**config.mk**
```make
export PLATFORM = sky130hd
export DESIGN_NAME = byte_unstriping
export DESIGN_NICKNAME = d
export VERILOG_FILES = /design/src/rtl/byte_unstriping.sv
export SDC_FILE = /design/constraint.sdc
export NUM_CORES = 1
export LEC_CHECK = 0
export BUFFER_PORTS_ARGS = -buffer_cell sky130_fd_sc_hd__buf_4
export CAP_MARGIN = 25
export CORE_MARGIN = 1.5
export CORE_UTILIZATION = 30
export DETAILED_ROUTE_END_ITERATION = 8
export MAX_ROUTING_LAYER = met4
export PLACE_DENSITY_LB_ADDON = 0.1
export SYNTH_ARGS = -nofsm -noshare
export SYNTH_HDL_FRONTEND = slang
export SYNTH_SLANG_ARGS = --single-unit
```
**constraint.sdc**
```tcl
create_clock -name clk_2f -period 1.76 [get_ports clk_2f]
set_clock_uncertainty 0.15 [all_clocks]
set_input_delay 0.264 -clock clk_2f [delete_from_list [all_inputs] [get_ports clk_2f]]
set_output_delay 0.264 -clock clk_2f [all_outputs]
set_load 0.05 [all_outputs]
```
**src/rtl/byte_unstriping.sv**
```systemverilog
// Two-lane to one-stream merger: locks onto the lane phase at the first valid word,
// then reads the lanes alternately, flagging phase violations and counting words.
module byte_unstriping #(
   parameter int WIDTH = 32,
   parameter int CNT_W = 16
) (
   input  logic             clk_2f,
   input  logic             reset_L,
   input  logic [WIDTH-1:0] lane_0,
   input  logic             valid_0,
   input  logic [WIDTH-1:0] lane_1,
   input  logic             valid_1,
   output logic [WIDTH-1:0] data_out,
   output logic             valid_out,
   output logic             phase_err,
   output logic [CNT_W-1:0] word_count
);

   typedef enum logic {
      ALIGN = 1'b0,
      RUN   = 1'b1
   } state_t;

   state_t           state_q, state_d;
   logic             sel_q, sel_d;
   logic [1:0]       pv_q;
   logic [WIDTH-1:0] data_q, data_d;
   logic             valid_q, valid_d;
   logic             err_q, err_d;
   logic [CNT_W-1:0] cnt_q, cnt_d;

   logic [WIDTH-1:0] lane_w [2];
   logic [1:0]       valid_w;
   logic [1:0]       rise_w;
   logic             pick;
   logic             other;
   logic             check_en;

   assign lane_w[0] = lane_0;
   assign lane_w[1] = lane_1;
   assign valid_w   = {valid_1, valid_0};

   genvar gi;
   generate
      for (gi = 0; gi < 2; gi++) begin : g_lane
         assign rise_w[gi] = valid_w[gi] & ~pv_q[gi];
      end
   endgenerate

   // pick is the lane consumed on this edge; the other lane must hold its valid steady
   always_comb begin
      state_d  = state_q;
      sel_d    = sel_q;
      data_d   = '0;
      valid_d  = 1'b0;
      err_d    = err_q;
      cnt_d    = cnt_q;
      pick     = sel_q;
      check_en = 1'b0;

      case (state_q)
         ALIGN: begin
            if (rise_w[0]) begin
               pick     = 1'b0;
               data_d   = lane_w[0];
               valid_d  = 1'b1;
               sel_d    = 1'b1;
               state_d  = RUN;
               check_en = 1'b1;
            end else if (rise_w[1]) begin
               pick     = 1'b1;
               data_d   = lane_w[1];
               valid_d  = 1'b1;
               sel_d    = 1'b0;
               state_d  = RUN;
               check_en = 1'b1;
            end
         end
         RUN: begin
            pick     = sel_q;
            check_en = 1'b1;
            sel_d    = ~sel_q;
            if (valid_w[pick]) begin
               data_d  = lane_w[pick];
               valid_d = 1'b1;
            end
         end
         default: state_d = ALIGN;
      endcase

      other = ~pick;
      if (check_en && (valid_w[other] != pv_q[other])) begin
         err_d = 1'b1;
      end

      if (valid_d && (cnt_q != {CNT_W{1'b1}})) begin
         cnt_d = cnt_q + CNT_W'(1);
      end
   end

   always_ff @(posedge clk_2f or negedge reset_L) begin
      if (!reset_L) begin
         state_q <= ALIGN;
         sel_q   <= 1'b0;
         pv_q    <= 2'b00;
         data_q  <= '0;
         valid_q <= 1'b0;
         err_q   <= 1'b0;
         cnt_q   <= '0;
      end else begin
         state_q <= state_d;
         sel_q   <= sel_d;
         pv_q    <= valid_w;
         data_q  <= data_d;
         valid_q <= valid_d;
         err_q   <= err_d;
         cnt_q   <= cnt_d;
      end
   end

   assign data_out   = data_q;
   assign valid_out  = valid_q;
   assign phase_err  = err_q;
   assign word_count = cnt_q;

endmodule

```
[Yosys cells after proc, flatten, opt, wreduce, memory -nomap -nowiden]
Index checks and enable logic that the tools add are counted.
W data, S select, Z words.
Storage, ports and cells
  register bits after elaboration: 54
  input bits: 68
  output and inout bits: 50
  logic and storage cells: 49
Operators by class
  $add $sub $neg: 1
  $lt $le $gt $ge: 3
  equal/unequal tests: 3
  mux-type cells: 25
  bitwise gates (word level): 8
  reduce and logical (&&, ||, !) cells: 2
Operators with widths (number)
  $mux W32: 6
  $pmux W32 S2: 1
  $add A16 B1 Y16 const B: 1
  $ne A16 B16 Y1 const B: 1
  $mux W1: 14
  $pmux W1 S2: 4
  $not A1 Y1: 5
  $lt A1 B2 Y1 const B: 2
  $ne A3 B3 Y1 const B: 1
  $and A1 B1 Y1: 2
  $ge A2 B2 Y1 const B: 1
  $logic_and A1 B1 Y1: 2
  $not A1 Y2: 1
  $ne A1 B1 Y1: 1

[Longest topological paths before layout]
Gate-level depths: netlist of run 1.
  depth after elaboration: 10
  depth in mapped cells: 7
  mapped depth without buffers: 6

[Worst setup path before layout of run 1]
OpenSTA, ideal clock, no wires.
  path kind: flip-flop to flip-flop
  from: reg cnt_q[0], in the netlist word_count[0]
  to: reg cnt_q[4], in the netlist word_count[4]
  library setup time: 0.142 ns
  data arrival time: 1.760 ns
  data required time: 1.468 ns
  setup slack: -0.292 ns
  stages on the path, launching flop included: 8
  buffers on the path: 1
  period minus slack after synthesis: 2.052 ns
  cell sequence: dfrtp_1 -> ha_1 -> nand4_1 -> nor4_1 -> a21oi_1 -> buf_4 -> nand4_1 -> xnor2_1
Between the ends
  cells in the longest elaborated chain, start to end: 2
  elaborated cells between the ends (all ways): 3
  those cells by class: add/sub (1); eq/ne (1); reduce/logical (1)
Ends and longest elaborated chain
  from (decl): line 30  | logic [CNT_W-1:0] cnt_q, cnt_d;
  from (signal assigned): line 117  | cnt_q <= cnt_d;
  branches (longest 2 deep; another with $add A16 B1 Y16)
Parallel ways; which one is timed is not known.
A chain may end at the register's enable or synchronous reset.

[Worst setup path in the final report of run 1]
  from: reg state_q
  to: reg cnt_q[14], in the netlist word_count[14]
Between the ends
  cells in the longest elaborated chain, start to end: 3
Ends and longest elaborated chain
  from (decl): line 24  | state_t state_q, state_d;
  from (signal assigned): line 111  | state_q <= state_d;
  $not A1 Y1
  $pmux W1 S2 *: line 61  | case (state_q)
  $logic_and A1 B1 Y1 *: line 96  | if (valid_d && (cnt_q != {CNT_W{1'b1}})) begin
Every way passes the cells marked *; elsewhere a longest branch is shown, timed or not.

==> results.sh, run 1 <==
export IMPL_r2r_end="word_count[14]"
export IMPL_synthAdderAreaFrac_pct=0.585
export IMPL_critPathCapture="word_count[14]"
export IMPL_ys_seq_area_share_pct=63.2
export IMPL_p_leak_nw=1.68
export IMPL_clkSinkCount=54
export IMPL_cp_start_kind="flop"
export IMPL_synth_cell_types=30
export IMPL_cp_required_ns=1.80
export IMPL_yosys_area_top_type="dfrtp_1"
export IMPL_chipWidth_um=87.4
export IMPL_gp_congestion=0.745
export IMPL_synth_area_leaders="dfrtp_1, a22o_1, xnor2_1"
export IMPL_syn_cell_area_sq_um=2140
export IMPL_hold_path_class="in2reg"
export IMPL_die_area_sq_um=7640
export IMPL_design_area_sq_um=3410
export IMPL_place_area_sq_um=3250
export IMPL_synth_top_family_by_area="compound AO/OA/AOI/OAI gates"
export IMPL_numPortBuffers=117
export IMPL_cts_tree="yes"
export IMPL_cts_buffer_depth=2
export IMPL_final_cells=393
export IMPL_core_sq_um=6830
export IMPL_p_per_area_nw_per_um2=1060
export IMPL_final_setup_viol_count=0
export IMPL_numCtsBuffers=5
export IMPL_crit_start="state_q"
export IMPL_wire_per_inst_um=13.1
export IMPL_whs_ns=0.0285
export IMPL_cts_root_buffer="clkbuf_8"
export IMPL_fp_dieH_um=87.4
export IMPL_antenna_found_initial=0
export IMPL_routed_wl_mm=5.16
export IMPL_avgSynthCellArea_sq_um=13.1
export IMPL_num_vias=1748
export IMPL_fin_crit_sh_pct=96.4
export IMPL_start_util_pct=31.3
export IMPL_tightest_slew_ns=0.433
export IMPL_final_nets=365
export IMPL_htreeDepth=2
export IMPL_clkTransAtPathRegs_ns=0.09
export IMPL_core_rowCount=30
export IMPL_max_clock_freq_mhz=589
export IMPL_slew_violations=0
export IMPL_rrSetupSlack_ns=0.06
export IMPL_drt_initial_drc_count=22
export IMPL_yosys_area_share_simple_pct=9.60
export IMPL_area_delta_synth_final_pct=59.5
export IMPL_post_route_drc_count=0
export IMPL_grt_pass1_wl_mm=8.40
export IMPL_slew_headroom_pct=71.2
export IMPL_worstSetupPathType="reg2reg"
export IMPL_crit_path_max_fanout=5
export IMPL_ir_drop_v=0.000412
export IMPL_via_per_inst=4.45
export IMPL_hpwlAfterDp_mm=3.92
export IMPL_synth_top_area_share_pct=63.2
export IMPL_rsz0062_at_grt="true"
export IMPL_cap_violations=0
export IMPL_end_kind="flop"
export IMPL_antenna_left=0
export IMPL_status="completed"
export IMPL_first_pass_iters=3
export IMPL_hold_viol_final=0
export IMPL_drive_above_1_share_pct=54.9
export IMPL_synth_fp_nets=232
export IMPL_utilization_pct=49.9
export IMPL_fillers=672
export IMPL_grt_max_degree=34
export IMPL_clk_latency_ns=0.30
export IMPL_arrival_ns=1.74
export IMPL_first_global_vias=1750
export IMPL_netlist_instances=163
export IMPL_n_antenna_cell=0
export IMPL_overflow=0
export IMPL_synthXorXnorAreaFrac_pct=6.56
export IMPL_grt_util_all_layers_pct=14.7
export IMPL_synth_compound_area_share_pct=16.6
export IMPL_dp_cells=380
export IMPL_finalPower_w=0.00362
export IMPL_synth_ff_latch_count=54
export IMPL_r2r_start="state_q"
export IMPL_synth_area_mux_share_pct=0.995
export IMPL_boundaryPins=118
export IMPL_finalCriticalPeriod_ns=1.70
export IMPL_ff2ff_path_depth=5
export IMPL_yosys_warnings=0
[final cells by class]
type,count,area [sq um],share of cell area [%]
clock buffers,7,86.3,2.53
flip-flops and latches,54,1370,40.2
multi-input cells,97,768,22.5
repair buffers,135,1050,30.7
well taps,96,120,3.52
inverters,3,11.3,0.330
clock inverters,1,5.00,0.147
[worst max-delay path: stages, from the launching register on]
cell and delay, ns:
dfrtp_1 0.43, nand2b_4 0.17, nand3_4 0.09, a2111oi_4 0.45, nand3_1 0.15, xnor2_1 0.15
[power by group]
part	switching [W]	internal, W	total, W
clock network	0.000372	0.000318	0.000690
logic	0.000860	0.000526	0.00139
registers	0.000127	0.00142	0.00154
[state kept, by name, summed over array words and instances, names as in the netlist]
signal	cells
data_out	32
word_count	16
pv_q	2
phase_err	1
sel_q	1
state_q	1
valid_out	1
[worst min-delay path by stage]
stage / start / cells past startpoint / endpoint
final: lane_1[31] / 2 / data_out[31]
after global routing: lane_1[25] / 2 / data_out[25]
after CTS: lane_1[31] / 2 / data_out[31]
after detailed placement: reset_L / 1 / data_out[1]
after global placement: reset_L / 1 / data_out[1]
after floorplan: reset_L / 0 / data_out[0]
[Yosys cell counts (all sizes together)]
| cell | count |
|---|---|
| nor3 | 1 |
| nand2b | 3 |
| nand2 | 9 |
| ha | 1 |
| nand4 | 7 |
| nor3b | 1 |
| nor2 | 3 |
| dfrtp | 54 |
| mux2i | 1 |
| mux2 | 1 |
| a21oi | 3 |
| and4 | 1 |
| inv | 3 |
| xor2 | 1 |
| o22ai | 1 |
| clkbuf | 4 |
| nor2b | 1 |
| and3 | 3 |
| o21ai | 1 |
| buf | 5 |
| o21a | 1 |
| and2 | 2 |
| nand3 | 6 |
| xnor2 | 15 |
| a22o | 32 |
| a2111oi | 1 |
| nor4 | 1 |
| a211o | 1 |
[what timing repair did]
action                     CTS  global route
setup endpoints to repair    0             4
buffers inserted             0             2
resized for setup            0             4
hold endpoints to repair    34             0
hold buffers                 3             0
[layout by cell type (no fill, tap or decap), types with 2 or more instances in the layout]
master,count
inv_1,3
nor2_1,3
a22o_1,32
xnor2_1,15
dlygate4sd3_1,3
buf_4,130
clkbuf_8,6
nand2_1,8
buf_12,2
dfrtp_2,16
nand4_1,7
nand2b_1,2
dfrtp_1,38
and3_1,3
a21oi_1,3
nand3_1,5
[per-stage QoR]
stage	setup slack [ns]	setup TNS [ns]
2_1_floorplan	-0.0959	-0.530
3_3_place_gp	0.0778	0
3_5_place_dp	0.0562	0
4_1_cts	0.0362	0
5_1_grt	-0.0760	-0.124
6_report	0.0635	0
[cells by family after synthesis]
family          count (synthesis)
fa+ha+maj                       1
compound gates                 40
simple gates                   38
mux                             2
xor+xnor                       16
buf+inv                        12
flops                          54
[routing by layer]
metal | track usage [%] | wire, um | vias up
met5 | - | 0 | -
met4 | 4.76 | 59 | 0
met3 | 3.22 | 355 | 7
met2 | 22.6 | 2510 | 70
met1 | 19.4 | 2230 | 818
li1 | - | - | 853
No activity file was read; power rests on OpenSTA's default activity.
==> inputs of run 2 (changes only) <==
--- a/config.mk
+++ b/config.mk
@@ -5,11 +5,13 @@
 export SDC_FILE = /design/constraint.sdc
 export NUM_CORES = 1
 export LEC_CHECK = 0
+export ABC_AREA = 1
 export BUFFER_PORTS_ARGS = -buffer_cell sky130_fd_sc_hd__buf_4
 export CAP_MARGIN = 25
 export CORE_MARGIN = 1.5
 export CORE_UTILIZATION = 30
 export DETAILED_ROUTE_END_ITERATION = 8
+export GPL_TIMING_DRIVEN = 0
 export MAX_ROUTING_LAYER = met4
 export PLACE_DENSITY_LB_ADDON = 0.1
 export SYNTH_ARGS = -nofsm -noshare
==> results.sh, run 2 <==
export IMPL_cap_violations=0
export IMPL_hpwlAfterDp_mm=6.02
export IMPL_synth_area_leaders="dfrtp_1, nand2_1, mux2i_1"
export IMPL_largest_reg_flops=32
export IMPL_slew_violations=0
export IMPL_gp_congestion=0.818
export IMPL_finalPower_w=0.00323
export IMPL_max_clock_freq_mhz=602
export IMPL_tns_ns=0
export IMPL_ys_flop_type="dfrtp_1"
export IMPL_grt_busiest_layer="met2"
export IMPL_final_nets=536
export IMPL_numCtsBuffers=5
export IMPL_synth_edff_count=0
export IMPL_slew_headroom_pct=52.3
export IMPL_wire_per_inst_um=13.9
export IMPL_drt_initial_drc_count=98
export IMPL_end_kind="flop"
export IMPL_crit_path_cell_trace="ha_4 -> nand3_4 -> nor3_4 -> nand3b_4 -> nand2_8 -> inv_4 -> buf_6 -> nand2_1 -> nand2_1"
export IMPL_cts_root_buffer="clkbuf_8"
export IMPL_overflow=0
export IMPL_htreeDepth=2
export IMPL_final_setup_viol_count=0
export IMPL_synth_cell_types=32
export IMPL_place_area_sq_um=4060
export IMPL_crit_family="simple AND/OR/NAND/NOR gates"
export IMPL_tightest_slew_ns=0.715
export IMPL_synth_fp_nets=404
export IMPL_yosys_area_top_type="dfrtp_1"
export IMPL_met1_usage_pct=21.7
export IMPL_crit_path_max_fanout=10
export IMPL_antenna_found_initial=0
export IMPL_grt_util_all_layers_pct=16.7
export IMPL_drive_above_1_share_pct=36.8
export IMPL_status="completed"
export IMPL_num_vias=2838
export IMPL_mostFrequentLayoutCells="buf_4, nand2_1, dfrtp_1"
export IMPL_netlist_instances=335
export IMPL_finalCriticalPeriod_ns=1.66
export IMPL_area_delta_synth_final_pct=42.9
export IMPL_ys_seq_area_share_pct=45.4
export IMPL_arrival_ns=1.72
export IMPL_core_sq_um=9680
export IMPL_cts_buffer_depth=2
export IMPL_crit_buf_inv=2
export IMPL_n_antenna_cell=0
export IMPL_fin_crit_sh_pct=94.5
export IMPL_routed_wl_mm=8.36
export IMPL_rsz0062_at_grt="false"
export IMPL_cp_required_ns=1.82
export IMPL_async_flop_share_pct=100
export IMPL_avgSynthCellArea_sq_um=8.88
export IMPL_fp_dieH_um=103
export IMPL_p_per_area_nw_per_um2=761
export IMPL_die_area_sq_um=10500
export IMPL_core_rowCount=36
export IMPL_antenna_left=0
export IMPL_hold_viol_final=0
export IMPL_use_met2_pct=26.1
export IMPL_final_common_cell="buf_4"
export IMPL_post_route_drc_count=0
export IMPL_ir_drop_v=0.000296
export IMPL_boundaryPins=118
export IMPL_groute_layer_met3_usage_pct=4.27
export IMPL_yosys_warnings=0
export IMPL_max_stage_delay_ns=0.40
export IMPL_via_per_inst=4.73
export IMPL_whs_ns=0.0206
export IMPL_grt_max_degree=55
export IMPL_grt_pass1_wl_mm=13.4
export IMPL_numPortBuffers=117
export IMPL_hold_path_class="in2reg"
export IMPL_first_pass_iters=4
export IMPL_synth_ff_latch_count=54
export IMPL_syn_cell_area_sq_um=2980
export IMPL_first_global_vias=2734
export IMPL_worstSetupPathType="reg2reg"
export IMPL_cts_tree="yes"
export IMPL_rrSetupSlack_ns=0.1
export IMPL_dp_cells=585
export IMPL_chipWidth_um=103
export IMPL_yosysMostFrequentCell="nand2_1"
export IMPL_clkSinkCount=54
export IMPL_clkTransAtPathRegs_ns=0.09
export IMPL_p_leak_nw=2.21
export IMPL_synth_top_area_share_pct=45.4
export IMPL_start_util_pct=30.7
export IMPL_netlist_top_cells_count="nand2_1, dfrtp_1, a21oi_1"
export IMPL_design_area_sq_um=4250
export IMPL_slowest_stage="dfrtp_2"
export IMPL_final_cells=600
export IMPL_clk_latency_ns=0.31
export IMPL_cp_common_cell="nand2_1"
export IMPL_cp_start_kind="flop"
[run 2: cell count changes after synthesis, sizes merged, moves of 13 or more]
cell and delta:
mux2i +23, a22o -25, nand2 +72, nand3 +13
a21oi +22, o22ai +23, inv +19, nor3b +24
[run 2: cell type report]
cell class,count,area [sq um]
plain buffers,17,103
well taps,133,166
fillers,1000,5430
multi-input cells,242,1500
inverters,22,85.1
flip-flops and latches,54,1370
repair buffers,125,946
clock buffers,7,86.3
[run 2: per-stage QoR]
step / setup slack [ns] / util (%)
detailed placement: -0.138 / 42.0
CTS: 0.00107 / 43.5
finish: 0.0976 / 43.9
global placement: -0.101 / 42.0
floorplan: -0.0294 / -
global route: 0.000416 / 43.9
[run 2: cell families (layout without fill, tap and decap cells)]
group	Yosys count	count (layout)	synth area share (%)
and+or+nand+nor	143	143	24.0
AOI/OAI and AO/OA	63	63	12.9
DFF	54	54	45.4
buffers and inverters	39	171	5.97
muxes	24	24	8.07
xor gates and xnor gates	11	11	3.24
adders and majority gates	1	1	0.420
[run 2: path summary, 6_finish.rpt]
path | end | cells after the start | start
worst max-delay path | word_count[8] | 9 | word_count[1]
worst max register to register | word_count[8] | 9 | word_count[1]
worst min-delay path | data_out[8] | 2 | lane_1[8]
max in group asynchronous | word_count[0] | 2 | reset_L
min in group asynchronous | word_count[4] | 2 | reset_L
worst min register to register | phase_err | 2 | phase_err
[run 2: worst register-to-register path, delay by kind of cell, from the launching register on]
kind | cells | cell delay [ns]
fa+ha+maj | 1 | 0.18
flops | 1 | 0.40
buf+inv | 2 | 0.17
simple gates | 6 | 0.67
[run 2: per-layer routing]
layer,routed length (um),vias to the layer above,part of all wire [%]
li1,-,1426,-
met1,3810,1321,46
met2,3960,86,47
met3,515,5,6.2
met4,85,0,1.0
met5,0,-,0
[run 2: what timing repair did]
action,CTS,global route
pin swaps,1,4
gates cloned,0,0
resized for setup,4,12
setup endpoints to repair,30,31
setup buffers,2,3
hold endpoints to repair,56,0
hold buffers,3,0
[run 2: power by group]
group	switching, W	internal [W]	total [W]
Clock	0.000400	0.000314	0.000714
Sequential	0.000103	0.00134	0.00145
Combinational	0.000643	0.000429	0.00107
Total	0.00115	0.00209	0.00323
==> inputs of run 3 (changes only) <==
==> constraint.sdc (replaced) <==
create_clock -name clk_2f -period 2 [get_ports clk_2f]
set_clock_uncertainty 0.15 [all_clocks]
set_input_delay 0.3 -clock clk_2f [delete_from_list [all_inputs] [get_ports clk_2f]]
set_output_delay 0.3 -clock clk_2f [all_outputs]
set_load 0.05 [all_outputs]
==> results.sh, run 3 (synthesis results as in run 2) <==
export IMPL_final_setup_viol_count=0
export IMPL_die_area_sq_um=10500
export IMPL_end_kind="flop"
export IMPL_first_global_vias=2673
export IMPL_n_antenna_cell=0
export IMPL_core_sq_um=9680
export IMPL_mostFrequentLayoutCells="buf_4, nand2_1, dfrtp_1"
export IMPL_routed_wl_mm=8.46
export IMPL_worstSetupPathType="in2reg"
export IMPL_antenna_found_initial=0
export IMPL_crit_path_max_fanout=10
export IMPL_via_per_inst=4.73
export IMPL_boundaryPins=118
export IMPL_numCtsBuffers=5
export IMPL_fp_dieH_um=103
export IMPL_utilization_pct=43.1
export IMPL_cp_required_ns=2.06
export IMPL_tightest_slew_ns=0.704
export IMPL_final_common_cell="buf_4"
export IMPL_fin_crit_sh_pct=94.5
export IMPL_overflow=0
export IMPL_cts_root_buffer="clkbuf_8"
export IMPL_fillers=978
export IMPL_hold_viol_final=0
export IMPL_core_rowCount=36
export IMPL_grt_util_all_layers_pct=16.9
export IMPL_wire_per_inst_um=14.2
export IMPL_numPortBuffers=117
export IMPL_chipWidth_um=103
export IMPL_start_util_pct=30.7
export IMPL_finalCriticalPeriod_ns=1.89
export IMPL_slew_violations=0
export IMPL_p_per_area_nw_per_um2=697
export IMPL_drive_above_1_share_pct=33.0
export IMPL_largest_reg_flops=32
export IMPL_hpwlAfterDp_mm=6.12
export IMPL_area_delta_synth_final_pct=40.2
export IMPL_status="completed"
export IMPL_first_pass_iters=4
export IMPL_clkSinkCount=54
export IMPL_htreeDepth=2
export IMPL_tns_ns=0
export IMPL_arrival_ns=1.95
export IMPL_ir_drop_v=0.000419
export IMPL_slew_headroom_pct=53.0
export IMPL_clkTransAtPathRegs_ns=0.11
export IMPL_hold_path_class="in2reg"
export IMPL_rsz0062_at_grt="false"
export IMPL_cts_buffer_depth=2
export IMPL_antenna_left=0
export IMPL_cap_violations=0
export IMPL_final_nets=531
export IMPL_p_leak_nw=2.17
export IMPL_num_vias=2818
export IMPL_post_route_drc_count=0
export IMPL_grt_pass1_wl_mm=13.3
export IMPL_cp_start_kind="primary input"
export IMPL_cts_tree="yes"
export IMPL_cts_post_setup_buffers_inserted=0
export IMPL_gp_congestion=0.839
export IMPL_grt_max_degree=55
export IMPL_max_clock_freq_mhz=529
export IMPL_drt_initial_drc_count=79
export IMPL_clk_latency_ns=0.31
==> run 3: cell count changes in the layout (fill, tap and decap cells not counted), moves of 2 or more <==
cell,before,now
buf_4,123,118
clkbuf_2,5,2
clkbuf_1,1,4
clkinvlp_4,0,2
dfrtp_2,12,2
dfrtp_1,42,52
==> run 3: layer usage <==
metal	part of all wire [%]	track usage, %
met1	47	22.0
met4	1.1	4.21
met3	4.2	2.85
met5	0	-
met2	48	27.5
==> run 3: worst paths after layout <==
check	startpoint	endpoint	slack, ns	cells past startpoint
worst max register to register	word_count[0]	word_count[7]	0.16	9
min in group asynchronous	reset_L	word_count[2]	0.41	2
worst min register to register	phase_err	phase_err	0.33	2
max in group asynchronous	reset_L	word_count[1]	0.80	2
worst min-delay path	lane_1[29]	data_out[29]	0.05	2
worst max-delay path	valid_0	word_count[7]	0.11	9
==> run 3: worst max-delay path, cell delays in order <==
cell and delay, ns:
dlygate4sd3_1 0.54, buf_4 0.16, o21ai_2 0.33, nand2_2 0.16
nand2_4 0.17, inv_4 0.05, buf_6 0.13, nand2_1 0.06
nand2_1 0.05
==> run 3: through the flow <==
| step | hold slack (ns) | cell area (sq um) | instances | setup WS, ns | power, W |
|---|---|---|---|---|---|
| after floorplan | -0.146 | 2980 | 335 | 0.0995 | 0.00182 |
| after global placement | 0.268 | 4020 | 585 | 0.115 | 0.00215 |
| after CTS | 0.0315 | 4170 | 596 | 0.0237 | 0.00296 |
| final | 0.0454 | 4170 | 596 | 0.111 | 0.00291 |
| after detailed placement | 0.262 | 4020 | 585 | 0.119 | 0.00216 |
| after global routing | 0.0335 | 4170 | 596 | 0.0134 | 0.00306 |
==> run 3: what timing repair did <==
item                                   CTS  global route
gates resized for setup                  0             5
endpoints found under the hold margin   56             0
hold buffers                             3             0
setup endpoints to repair                0            23
==> run 3: cell type report <==
cell class,count,area [sq um],share of cell area (%)
buffer,17,95.1,2.28
clock buffer,5,68.8,1.65
clock inverter,3,45.0,1.08
inverter,22,85.1,2.04
multi-input combinational,242,1450,34.7
sequential,54,1350,32.5
tap,133,166,3.99
timing repair buffer,120,908,21.8
==> run 3: where the power goes <==
part	switching [W]	internal, W	total, W
Sequential	0.0000929	0.00118	0.00127
Combinational	0.000535	0.000334	0.000869
Clock	0.000395	0.000373	0.000769
Total	0.00102	0.00189	0.00291
